### src/rtl/nv_nvdla_csb_pkg.sv
// Shared CSB definitions: packet widths, field positions and the
// "does this request produce a response" decode.
package nv_nvdla_csb_pkg;

  localparam int REQ_PD_W     = 63;
  localparam int RESP_PD_W    = 34;
  localparam int WRITE_BIT    = 54;
  localparam int NPOSTED_BIT  = 55;
  localparam int RESP_ERR_BIT = 32;
  localparam int RESP_WR_BIT  = 33;

  // Reads and non-posted writes both come back with a response.
  function automatic logic need_resp(input logic [REQ_PD_W-1:0] pd);
    return ~pd[WRITE_BIT] | pd[NPOSTED_BIT];
  endfunction

endpackage

### src/rtl/nv_nvdla_csb_arb_idfifo.sv
// In-order owner-ID FIFO (DEPTH x 1 bit) for the CSB arbiter: remembers which
// master each outstanding response-bearing request belongs to.
module nv_nvdla_csb_arb_idfifo #(
  parameter int DEPTH = 4
) (
  input  logic                     clk,
  input  logic                     rst_n,
  input  logic                     push,
  input  logic                     push_id,
  input  logic                     pop,
  output logic                     pop_id,
  output logic [$clog2(DEPTH):0]   count,
  output logic                     empty,
  output logic                     full
);

  localparam int AW = $clog2(DEPTH);
  localparam int CW = AW + 1;

  logic [DEPTH-1:0] mem;
  logic [AW-1:0]    wr_ptr;
  logic [AW-1:0]    rd_ptr;
  logic             do_push;
  logic             do_pop;

  assign empty   = (count == '0);
  assign full    = (count == CW'(DEPTH));
  assign do_push = push & ~full;
  assign do_pop  = pop & ~empty;
  assign pop_id  = mem[rd_ptr];

  // Power-of-two depth lets the pointers wrap naturally.
  always_ff @(posedge clk or negedge rst_n) begin
    if (!rst_n) begin
      wr_ptr <= '0;
      rd_ptr <= '0;
      count  <= '0;
    end else begin
      if (do_push) wr_ptr <= wr_ptr + AW'(1);
      if (do_pop)  rd_ptr <= rd_ptr + AW'(1);
      case ({do_push, do_pop})
        2'b10:   count <= count + CW'(1);
        2'b01:   count <= count - CW'(1);
        default: count <= count;
      endcase
    end
  end

  always_ff @(posedge clk) begin
    if (do_push) mem[wr_ptr] <= push_id;
  end

endmodule

### src/rtl/nv_nvdla_csb_arb.sv
// Two-master CSB arbiter onto one registered slave port, with in-order
// response routing. Build option: NVDLA_CSB_ARB_STRICT_PRIO_EN (m0 always wins).
module nv_nvdla_csb_arb
  import nv_nvdla_csb_pkg::*;
#(
  parameter int DEPTH = 4
) (
  input  logic                  nvdla_core_clk,
  input  logic                  nvdla_core_rstn,
  input  logic                  m0_req_pvld,
  output logic                  m0_req_prdy,
  input  logic [REQ_PD_W-1:0]   m0_req_pd,
  output logic                  m0_resp_valid,
  output logic [RESP_PD_W-1:0]  m0_resp_pd,
  input  logic                  m1_req_pvld,
  output logic                  m1_req_prdy,
  input  logic [REQ_PD_W-1:0]   m1_req_pd,
  output logic                  m1_resp_valid,
  output logic [RESP_PD_W-1:0]  m1_resp_pd,
  output logic                  slv_req_pvld,
  input  logic                  slv_req_prdy,
  output logic [REQ_PD_W-1:0]   slv_req_pd,
  input  logic                  slv_resp_valid,
  input  logic [RESP_PD_W-1:0]  slv_resp_pd,
  output logic                  arb_resp_orphan
);

  localparam int CW = $clog2(DEPTH) + 1;

  logic                need0, need1;
  logic                elig0, elig1;
  logic                gnt0, gnt1;
  logic                slot_free;
  logic [REQ_PD_W-1:0] gnt_pd;
  logic                fifo_push, fifo_pop, fifo_pop_id;
  logic                fifo_empty, fifo_full;
  logic [CW-1:0]       fifo_count;

  assign need0     = need_resp(m0_req_pd);
  assign need1     = need_resp(m1_req_pd);
  assign slot_free = ~slv_req_pvld | slv_req_prdy;
  // Eligibility uses the pre-pop count: a full FIFO blocks even in a pop cycle.
  assign elig0     = m0_req_pvld & (~need0 | (fifo_count < CW'(DEPTH)));
  assign elig1     = m1_req_pvld & (~need1 | (fifo_count < CW'(DEPTH)));

`ifdef NVDLA_CSB_ARB_STRICT_PRIO_EN
  always_comb begin
    gnt0 = slot_free & elig0;
    gnt1 = slot_free & elig1 & ~elig0;
  end
`else
  logic last_gnt;

  always_comb begin
    gnt0 = slot_free & elig0 & (~elig1 | last_gnt);
    gnt1 = slot_free & elig1 & (~elig0 | ~last_gnt);
  end

  always_ff @(posedge nvdla_core_clk or negedge nvdla_core_rstn) begin
    if (!nvdla_core_rstn)  last_gnt <= 1'b1;
    else if (gnt0 | gnt1)  last_gnt <= gnt1;
  end
`endif

  assign m0_req_prdy = gnt0;
  assign m1_req_prdy = gnt1;
  assign gnt_pd      = gnt1 ? m1_req_pd : m0_req_pd;
  assign fifo_push   = ((gnt0 & need0) | (gnt1 & need1)) & ~fifo_full;
  assign fifo_pop    = slv_resp_valid & ~fifo_empty;

  nv_nvdla_csb_arb_idfifo #(.DEPTH(DEPTH)) u_idfifo (
    .clk     (nvdla_core_clk),
    .rst_n   (nvdla_core_rstn),
    .push    (fifo_push),
    .push_id (gnt1),
    .pop     (fifo_pop),
    .pop_id  (fifo_pop_id),
    .count   (fifo_count),
    .empty   (fifo_empty),
    .full    (fifo_full)
  );

  always_ff @(posedge nvdla_core_clk or negedge nvdla_core_rstn) begin
    if (!nvdla_core_rstn) begin
      slv_req_pvld <= 1'b0;
      slv_req_pd   <= '0;
    end else if (gnt0 | gnt1) begin
      slv_req_pvld <= 1'b1;
      slv_req_pd   <= gnt_pd;
    end else if (slv_req_prdy) begin
      slv_req_pvld <= 1'b0;
    end
  end

  // Response routing: one-cycle pulse to the recorded owner, pd held otherwise.
  always_ff @(posedge nvdla_core_clk or negedge nvdla_core_rstn) begin
    if (!nvdla_core_rstn) begin
      m0_resp_valid   <= 1'b0;
      m1_resp_valid   <= 1'b0;
      m0_resp_pd      <= '0;
      m1_resp_pd      <= '0;
      arb_resp_orphan <= 1'b0;
    end else begin
      m0_resp_valid <= fifo_pop & ~fifo_pop_id;
      m1_resp_valid <= fifo_pop & fifo_pop_id;
      if (fifo_pop & ~fifo_pop_id) m0_resp_pd <= slv_resp_pd;
      if (fifo_pop & fifo_pop_id)  m1_resp_pd <= slv_resp_pd;
      if (slv_resp_valid & fifo_empty) arb_resp_orphan <= 1'b1;
    end
  end

endmodule

### config.mk
export PLATFORM = sky130hd
export DESIGN_NAME = nv_nvdla_csb_arb
export DESIGN_NICKNAME = d
export VERILOG_FILES = /design/src/rtl/nv_nvdla_csb_pkg.sv /design/src/rtl/nv_nvdla_csb_arb_idfifo.sv /design/src/rtl/nv_nvdla_csb_arb.sv
export SDC_FILE = /design/constraint.sdc
export NUM_CORES = 1
export LEC_CHECK = 0
export ABC_AREA = 1
export BUFFER_PORTS_ARGS = -buffer_cell sky130_fd_sc_hd__buf_2
export CAP_MARGIN = 10
export CORE_MARGIN = 5
export CORE_UTILIZATION = 45
export DETAILED_ROUTE_END_ITERATION = 7
export PLACE_DENSITY = 0.77
export SLEW_MARGIN = 15
export SYNTH_ARGS = -nofsm -noshare
export SYNTH_HDL_FRONTEND = slang
export SYNTH_HIERARCHICAL = 1
export SYNTH_SLANG_ARGS = --single-unit
### constraint.sdc
create_clock -name nvdla_core_clk -period 4.7 [get_ports nvdla_core_clk]
set_input_delay 0.235 -clock nvdla_core_clk [delete_from_list [all_inputs] [get_ports nvdla_core_clk]]
set_output_delay 0.235 -clock nvdla_core_clk [all_outputs]
set_load 0.01 [all_outputs]
==> impl_metrics.env, run 1 <==
export IMPL_fin_ws_ns=1.64
export IMPL_nFillCells=1285
export IMPL_path_buf_inv=2
export IMPL_grt_antenna_before_repair=3
export IMPL_cp_required_ns=4.47
export IMPL_seq_area_frac_synth=0.549
export IMPL_r2r_end="slv_req_pd[6]$_DFFE_PN0P_"
export IMPL_syn_to_final_growth_pct=31.5
export IMPL_routed_via_count=6328
export IMPL_critPathSlowestCell="nand2_2"
export IMPL_use_met1=0.272
export IMPL_cpPeakStageDelay_ns=0.96
export IMPL_drcViolationCount=0
export IMPL_synth_fp_nets=1012
export IMPL_clock_sinks=147
export IMPL_vdd_ir_drop_max_mv=0.340
export IMPL_place_ws_ns=1.99
export IMPL_finalWirelength_mm=19.2
export IMPL_yosysTopAreaCell="dfrtp_1"
export IMPL_worstMarginPinSlew_ns=1.17
export IMPL_grt_overflow=0
export IMPL_post_dp_hpwl_mm=14.0
export IMPL_routedWlPerCell_um=14.6
export IMPL_postSynthCellCount=840
export IMPL_fin_nets=1290
export IMPL_cp_max_fo=65
export IMPL_finalWeightedCongestion=0.845
export IMPL_grt_max_degree=101
export IMPL_r2r_start="u_idfifo/count[2]$_DFFE_PN0P_"
export IMPL_synth_top_cell_area_share=0.527
export IMPL_die_h_um=132
export IMPL_crit_family="simple AND/OR/NAND/NOR gates"
export IMPL_min_path_type="in2reg"
export IMPL_grtUsageMet2=0.343
export IMPL_setup_viol=0
export IMPL_cts_inserted_buffers=17
export IMPL_cp_end_kind="output port"
export IMPL_criticalPathCategory="reg2out"
export IMPL_start_kind="flop"
export IMPL_avgSynthCellArea_um2=8.02
export IMPL_avgViaCountPerCell=4.81
export IMPL_die_w_um=132
export IMPL_ff2ff_path_depth=9
export IMPL_slew_headroom=0.216
export IMPL_p_leak_nw=5.26
export IMPL_timing_critical_path_to="m1_req_prdy"
export IMPL_grt_use_met3=0.0546
export IMPL_ys_warn_count=6
export IMPL_port_buffers=302
export IMPL_maxSlewViolCount=0
export IMPL_antenna_left=0
export IMPL_rsz0062_at_grt="no"
export IMPL_min_period_over_period=0.651
export IMPL_r2r_setup_slack_ns=2.02
export IMPL_p_total_mw=6.02
export IMPL_cts_tree="done"
export IMPL_drive_above_1_share=0.314
export IMPL_path_depth=5
export IMPL_status="finished, final reports clean"
export IMPL_max_freq_mhz=327
export IMPL_layout_commonest_cell="nand2_1"
export IMPL_grt_util_all_layers=0.212
export IMPL_core_rowCount=44
export IMPL_drt_initial_drc_count=340
export IMPL_power_density_mw_per_mm2=679
export IMPL_setup_tns_ns=0
export IMPL_htree_levels=4
export IMPL_synth_seq_cells=147
export IMPL_cp_cell_sequence="nand2_1 -> nand3_2 -> nand2_2 -> inv_1 -> buf_2"
export IMPL_clock_path_buffers=2
export IMPL_grt_pass1_wl_mm=30.2
export IMPL_busiest_layer="met2"
export IMPL_skew_ns=0.00697
export IMPL_critPathArrivalTime_ns=2.83
export IMPL_final_cell_mix="408 x nand2_1, 301 x buf_2, 142 x dfrtp_1"
export IMPL_clock_latency_ns=0.40
export IMPL_root_buffer="clkbuf_16"
export IMPL_final_core_util=0.607
export IMPL_syn_area_mm2=0.00674
export IMPL_die_area_mm2=0.0175
export IMPL_first_global_vias=5992
export IMPL_cts_clk_slew_worst_paths_ns=0.06
export IMPL_critPathLaunch="u_idfifo/count[2]$_DFFE_PN0P_"
export IMPL_num_io_pins=303
export IMPL_synthDistinctLibCells=28
export IMPL_core_mm2=0.0146
export IMPL_maxCapViolCount=0
export IMPL_drt_pass1_iter_count=4
export IMPL_finalHoldViolations=0
export IMPL_synth_area_leaders="dfrtp_1 53%, nand2_1 23%, nand3_1 5.2%"
export IMPL_start_util=0.462
export IMPL_min_period_ns=3.06
## final cells by class
class	count	area (µm²)	share of cell area
flip-flops and latches	147	3700	0.418
diodes	2	5.00	0.000565
clock inverters	12	168	0.0189
repair buffers	307	1560	0.176
multi-input cells	579	2490	0.282
inverters	66	248	0.0280
clock buffers	19	454	0.0513
well taps	184	230	0.0260
## synth_stat cells (all sizes together)
cell and n:
nand3b 1, nand4 1, ha 5, nor2 7, buf 38, xnor2 1
o211ai 2, dfstp 1, nand3 73, a21oi 2, edfxtp 4, dfrtp 142
inv 66, nand2 415, clkbuf 10, fa 1, a21o 1, o21ai 70
## where the power goes
group          internal, mW  switching [mW]
clock                 0.877           0.542
sequential             1.87           0.326
combinational         0.865            1.53
## metrics by stage
stage / hold slack [ns] / instance area, µm² / cells
after CTS: 0.0403 / 8850 / 1314
after global placement: 0.401 / 8220 / 1282
after detailed placement: 0.405 / 8220 / 1282
final: 0.0563 / 8860 / 1316
after floorplan: -0.0606 / 6740 / 840
after global routing: 0.0485 / 8850 / 1315
## what timing repair did
item	4_1_cts	5_1_grt
gates resized for setup	0	0
buffers inserted	0	0
endpoints found under the hold margin	98	0
hold buffers	1	0
## layer usage
metal	vias to the layer above	routed length, µm
met5	-	25
met4	4	584
met3	42	1680
met2	284	8820
met1	2844	8040
li1	3154	-
## registers in the layout, summed over array words and instances, names as in the netlist
name,count
slv_req_pd,63
slv_req_pvld,1
m1_resp_pd,34
u_idfifo/mem,4
m0_resp_pd,34
m0_resp_valid,1
u_idfifo/rd_ptr,2
u_idfifo/count,3
arb_resp_orphan,1
m1_resp_valid,1
last_gnt,1
u_idfifo/wr_ptr,2
## how the worst min path moves through the flow
stage / from / end / slack (ns) / cells after the start
final: slv_resp_valid / arb_resp_orphan$_DFFE_PN0P_ / 0.06 / 2
after global routing: slv_resp_valid / arb_resp_orphan$_DFFE_PN0P_ / 0.05 / 2
after detailed placement: nvdla_core_rstn / m0_resp_pd[7]$_DFFE_PN0P_ / 0.41 / 1
after global placement: nvdla_core_rstn / m1_resp_pd[3]$_DFFE_PN0P_ / 0.40 / 1
after floorplan: nvdla_core_rstn / arb_resp_orphan$_DFFE_PN0P_ / -0.06 / 0
after CTS: slv_resp_valid / arb_resp_orphan$_DFFE_PN0P_ / 0.04 / 2
## logic make-up after synthesis
logic type	after synthesis	share of synthesized area
compound gates	75	0.0568
simple gates	497	0.298
xor+xnor	1	0.00130
flops	147	0.549
fa+ha+maj	6	0.0123
buf+inv	114	0.0819
No activity file was read; power rests on OpenSTA's default activity.
==> run 2, diff against run 1 <==
clock period = 3.1 ns   (was 4.7 ns; I/O delays follow)
==> run 2 against run 1 <==
Effect of this change:
- register-to-register slack worse by 1.2 ns
- first-iteration DRC count is 11% higher
- non-clock buffer count is 26 higher
- sequential share of layout area is 1.5 points lower
- clock-buffer cell count stayed put
- final area is 3.6% higher
- critical path depth is 4 higher
- sequential power is 51% higher
- combinational power is 53% higher
- wire length is 0.85% higher
- clock power is 62% higher
- worst setup slack worse by 0.83 ns
==> impl_metrics.env, run 2 (synthesized netlist as in run 1, its figures left out) <==
export IMPL_status="finished, final reports clean"
export IMPL_rsz0062_at_grt="no"
export IMPL_start_util=0.462
export IMPL_multi_input_area_mm2=0.00249
export IMPL_clock_latency_ns=0.41
export IMPL_wl_met1_mm=7.90
export IMPL_fin_nets=1316
export IMPL_grt_antenna_before_repair=3
export IMPL_drcViolationCount=0
export IMPL_postPlaceCellArea_mm2=0.00828
export IMPL_finalWirelength_mm=19.3
export IMPL_postCtsSetupBuffers=0
export IMPL_min_path_type="in2reg"
export IMPL_p_int_mw=5.68
export IMPL_maxSlewViolCount=0
export IMPL_start_kind="flop"
export IMPL_vdd_ir_drop_max_mv=0.457
export IMPL_clock_sinks=147
export IMPL_maxCapViolCount=0
export IMPL_core_mm2=0.0146
export IMPL_critPathArrivalTime_ns=2.63
export IMPL_grt_overflow=0
export IMPL_core_rowCount=44
export IMPL_root_buffer="clkbuf_16"
export IMPL_cp_required_ns=3.44
export IMPL_antenna_left=0
export IMPL_final_core_util=0.629
export IMPL_max_freq_mhz=436
export IMPL_whs_ns=0.0190
export IMPL_worstMarginPinSlew_ns=1.05
export IMPL_port_buffers=302
export IMPL_routedWlPerCell_um=14.4
export IMPL_criticalPathCategory="reg2reg"
export IMPL_nFillCells=1310
export IMPL_grt_max_degree=70
export IMPL_die_area_mm2=0.0175
export IMPL_regArea_mm2=0.00370
export IMPL_grt_pass1_wl_mm=30.6
export IMPL_largest_reg_flops=63
export IMPL_skew_ns=0.00860
export IMPL_setup_tns_ns=0
export IMPL_htree_levels=4
export IMPL_first_global_vias=6028
export IMPL_num_io_pins=303
export IMPL_finalHoldViolations=0
export IMPL_grt_util_all_layers=0.216
export IMPL_die_h_um=132
export IMPL_comb_power_share=0.395
export IMPL_stdcell_area_mm2=0.00918
export IMPL_wl_met2_mm=9.47
export IMPL_clock_path_buffers=2
export IMPL_setup_viol=0
export IMPL_p_clk_frac=0.247
export IMPL_top_regs="slv_req_pd x63, m0_resp_pd x34, m1_resp_pd x34"
export IMPL_p_leak_nw=5.40
export IMPL_seqPwrFrac=0.358
export IMPL_layout_commonest_cell="nand2_1"
export IMPL_diodes=0
export IMPL_routed_via_count=6405
export IMPL_min_period_over_period=0.740
export IMPL_post_dp_hpwl_mm=14.0
export IMPL_min_period_ns=2.29
export IMPL_drive_above_1_share=0.313
export IMPL_cts_tree="done"
export IMPL_final_cell_mix="408 x nand2_1, 301 x buf_2, 142 x dfrtp_1"
export IMPL_finalWeightedCongestion=0.798
export IMPL_p_sw_mw=3.64
export IMPL_drt_pass1_iter_count=4
export IMPL_avgViaCountPerCell=4.78
export IMPL_power_density_mw_per_mm2=1010
export IMPL_switching_share=0.391
export IMPL_slew_headroom=0.302
export IMPL_cp_max_fo=7
export IMPL_regMostFlops="slv_req_pd"
export IMPL_cp_end_kind="flop"
export IMPL_drt_initial_drc_count=377
export IMPL_die_w_um=132
export IMPL_cts_inserted_buffers=17
export IMPL_cts_clk_slew_worst_paths_ns=0.06
export IMPL_syn_to_final_growth_pct=36.2
export IMPL_wl_met3_mm=1.63
export IMPL_routed_top_layer="met5"
run 2: power groups by stage:
stage | clock network (mW) | logic [mW] | registers (mW)
after CTS | 2.35 | 3.75 | 3.33
after global routing | 2.44 | 4.14 | 3.44
final | 2.30 | 3.68 | 3.33
after detailed placement | 0 | 3.72 | 3.34
after floorplan | 0 | 1.85 | 3.72
after global placement | 0 | 3.63 | 3.33
run 2: what timing repair did:
action                                 4_1_cts  5_1_grt
endpoints found under the hold margin       79        0
hold buffers                                22        0
resized for setup                            0        0
run 2: area by class of cell:
cell class,instances,area share
clock buffer,19,0.0494
clock inverter,13,0.0241
inverter,66,0.0270
multi-input combinational,579,0.272
sequential,147,0.403
tap,184,0.0251
timing repair buffer,333,0.199
run 2: metal layers:
layer  vias to the layer above  track usage
met5                         -            0
met4                         6       0.0667
met3                        29       0.0607
met2                       265        0.358
met1                      2896        0.275
li1                       3209            -
run 2: per-stage QoR:
| stage | cells | setup WS (ns) | total power, mW |
|---|---|---|---|
| finish | 1341 | 0.807 | 9.31 |
| global route | 1341 | 0.608 | 10.0 |
| CTS | 1341 | 0.819 | 9.43 |
| detailed placement | 1287 | 0.815 | 7.06 |
| global placement | 1287 | 0.904 | 6.96 |
| floorplan | 840 | 0.758 | 5.56 |
run 2: path summary, 6_finish.rpt:
kind / cells past startpoint / end / start / slack [ns]
worst max-delay path: 9 / u_idfifo/count[1]$_DFFE_PN0P_ / u_idfifo/count[2]$_DFFE_PN0P_ / 0.81
worst max register to register: 9 / u_idfifo/count[1]$_DFFE_PN0P_ / u_idfifo/count[2]$_DFFE_PN0P_ / 0.81
worst min register to register: 2 / slv_req_pd[39]$_DFFE_PN0P_ / slv_req_pd[39]$_DFFE_PN0P_ / 0.47
worst min-delay path: 5 / slv_req_pd[32]$_DFFE_PN0P_ / m0_req_pd[32] / 0.02
min in group asynchronous: 2 / m1_resp_pd[7]$_DFFE_PN0P_ / nvdla_core_rstn / 0.29
max in group asynchronous: 3 / slv_req_pd[29]$_DFFE_PN0P_ / nvdla_core_rstn / 2.05
run 2: worst max-delay path, cell delays in order, from the launching register on:
cell and delay, ns:
dfrtp_1 0.46, nand2_1 0.13, nand3_1 0.13, nand3b_1 0.20, a21oi_1 0.31, nand2_4 0.12, ha_1 0.22, inv_1 0.08
fa_1 0.40, o21ai_0 0.15
==> run 3, diff against run 2 <==
CORE_UTILIZATION = 43   (was 45)
clock period = 2.1 ns   (was 3.1 ns; I/O delays follow)
==> run 3 against run 2 <==
Effect of this change:
- via count rose by 13%
- flip-flop and latch count did not move
- sequential share of layout area down 4.1 points
- critical path depth grew 1
- worst hold slack worse by 0.0022 ns
- highest routed layer unchanged
- die area up 4.3%
- register-to-register slack lost 0.78 ns
- combinational power is 67% higher
- largest cell class unchanged
- final cell count grew 9.6%
==> impl_metrics.env, run 3 (synthesized netlist as in run 1, its figures left out) <==
export IMPL_hold_start="m1_req_pd[56]"
export IMPL_fin_ws_ns=0.0278
export IMPL_max_freq_mhz=483
export IMPL_critPathLaunch="u_idfifo/count[2]$_DFFE_PN0P_"
export IMPL_place_ws_ns=0.0390
export IMPL_setup_viol=0
export IMPL_port_buffers=302
export IMPL_critPathSlowestCell="dfrtp_1"
export IMPL_min_period_over_period=0.987
export IMPL_clock_sinks=147
export IMPL_cp_required_ns=2.44
export IMPL_die_area_mm2=0.0183
export IMPL_slew_headroom=0.614
export IMPL_post_dp_hpwl_mm=14.4
export IMPL_clock_latency_ns=0.41
export IMPL_drive_above_1_share=0.305
export IMPL_regMostFlops="slv_req_pd"
export IMPL_die_h_um=135
export IMPL_cp_max_fo=4
export IMPL_r2r_end="u_idfifo/count[1]$_DFFE_PN0P_"
export IMPL_timing_critical_path_to="u_idfifo/count[1]$_DFFE_PN0P_"
export IMPL_clock_path_buffers=2
export IMPL_switching_share=0.410
export IMPL_grt_use_met3=0.0843
export IMPL_power_density_mw_per_mm2=1350
export IMPL_cts_inserted_buffers=17
export IMPL_maxSlewViolCount=0
export IMPL_status="finished, final reports clean"
export IMPL_top_regs="slv_req_pd x63, m0_resp_pd x34, m1_resp_pd x34"
export IMPL_r2r_start="u_idfifo/count[2]$_DFFE_PN0P_"
export IMPL_min_path_type="in2reg"
export IMPL_ff2ff_path_depth=10
export IMPL_p_leak_nw=5.83
export IMPL_critPathArrivalTime_ns=2.41
export IMPL_start_util=0.441
export IMPL_drcViolationCount=0
export IMPL_use_met1=0.298
export IMPL_root_buffer="clkbuf_16"
export IMPL_antenna_left=0
export IMPL_busiest_layer="met2"
export IMPL_start_kind="flop"
export IMPL_grt_max_degree=70
export IMPL_instances_no_fill=1470
export IMPL_cp_end_kind="flop"
export IMPL_p_sw_mw=5.65
export IMPL_place_inst=1321
export IMPL_num_io_pins=303
export IMPL_final_cell_mix="407 x nand2_1, 301 x buf_2, 142 x dfrtp_1"
export IMPL_skew_ns=0.00910
export IMPL_die_w_um=135
export IMPL_r2r_setup_slack_ns=0.03
export IMPL_criticalPathCategory="reg2reg"
export IMPL_finalWirelength_mm=23.3
export IMPL_fin_nets=1418
export IMPL_vdd_ir_drop_max_mv=0.585
export IMPL_first_global_vias=7287
export IMPL_layout_commonest_cell="nand2_1"
export IMPL_finalHoldViolations=0
export IMPL_min_period_ns=2.07
export IMPL_drt_pass1_iter_count=6
export IMPL_finalWeightedCongestion=0.800
export IMPL_cp_cell_sequence="nand2_1 -> nand2_2 -> nor2_4 -> nand3_2 -> a21oi_4 -> nand2_4 -> ha_4 -> inv_2 -> fa_1 -> o21ai_1"
export IMPL_grt_pass1_wl_mm=36.1
export IMPL_grtUsageMet2=0.415
export IMPL_p_int_mw=8.13
export IMPL_core_mm2=0.0153
export IMPL_routed_via_count=7231
export IMPL_seqPwrFrac=0.360
export IMPL_cpPeakStageDelay_ns=0.43
export IMPL_drt_initial_drc_count=455
export IMPL_worstMarginPinSlew_ns=0.579
export IMPL_maxCapViolCount=0
export IMPL_grt_antenna_before_repair=3
export IMPL_routedWlPerCell_um=15.8
export IMPL_largest_reg_flops=63
export IMPL_grt_util_all_layers=0.251
export IMPL_core_rowCount=45
export IMPL_syn_to_final_growth_pct=51.8
export IMPL_p_clk_frac=0.193
export IMPL_rsz0062_at_grt="yes"
export IMPL_cts_clk_slew_worst_paths_ns=0.06
export IMPL_htree_levels=4
export IMPL_avgViaCountPerCell=4.92
export IMPL_grt_overflow=0
export IMPL_cts_tree="done"
export IMPL_comb_power_share=0.447
==> run 3: cell count changes in the layout (fill, tap and decap cells not counted), moves of 3 or more <==
cell	previous run	this run
buf_12	2	7
clkinvlp_4	1	4
clkinv_2	0	4
bufbuf_16	0	3
dlygate4sd3_1	22	107
bufinv_16	5	0
inv_1	61	58
buf_4	7	16
==> run 3: cell type report <==
type,instances,area (µm²)
fill,1126,5030
clock buffer,19,433
antenna,1,2.50
tap,211,264
timing repair buffer,435,2950
clock inverter,12,83.8
inverter,66,251
sequential,147,3700
multi-input combinational,579,2540
==> run 3: how the worst min path moves through the flow <==
stage               cells after the start  slack [ns]                          end
floorplan                               0       -0.19  arb_resp_orphan$_DFFE_PN0P_
global placement                        1        0.12   m0_resp_pd[18]$_DFFE_PN0P_
detailed placement                      1        0.13   m0_resp_pd[15]$_DFFE_PN0P_
CTS                                     5      0.0009    slv_req_pd[1]$_DFFE_PN0P_
global route                            5        0.02   slv_req_pd[25]$_DFFE_PN0P_
finish                                  5        0.02   slv_req_pd[56]$_DFFE_PN0P_
==> run 3: power by group through the flow <==
stage | clock (mW) | combinational (mW) | sequential [mW]
6_report | 2.66 | 6.15 | 4.97
3_5_place_dp | 0 | 5.66 | 4.94
3_3_place_gp | 0 | 5.49 | 4.94
4_1_cts | 2.73 | 6.03 | 4.94
5_1_grt | 2.85 | 6.79 | 5.12
2_1_floorplan | 0 | 2.78 | 5.49
==> run 3: through the flow <==
stage / hold slack [ns] / TNS [ns] / power [mW] / utilization / instance area (µm²)
after floorplan: -0.191 / 0 / 8.27 / - / 6770
after global placement: 0.123 / 0 / 10.4 / 0.552 / 8420
after detailed placement: 0.128 / 0 / 10.6 / 0.552 / 8420
after CTS: 0.000943 / 0 / 13.7 / 0.666 / 10200
after global routing: 0.0181 / -0.168 / 14.8 / 0.670 / 10200
final: 0.0168 / 0 / 13.8 / 0.670 / 10200
==> run 3: per-layer routing <==
metal	routed length (µm)	vias to the layer above
met5	39	-
met4	890	6
met3	2540	70
met2	11200	447
met1	8620	3285
li1	-	3423
==> run 3: critical path, delay by kind of cell (launching register included) <==
family | cells | cell delay (ns)
compound gates | 2 | 0.36
simple gates | 5 | 0.60
fa+ha+maj | 2 | 0.56
flops | 1 | 0.43
buf+inv | 1 | 0.05
==> run 3: what timing repair did <==
item	CTS	global route
gates resized for setup	10	5
endpoints found under the setup margin	1	3
hold buffers	107	0
cloned	3	0
pin swaps	1	5
endpoints found under the hold margin	181	0
setup buffers	1	6
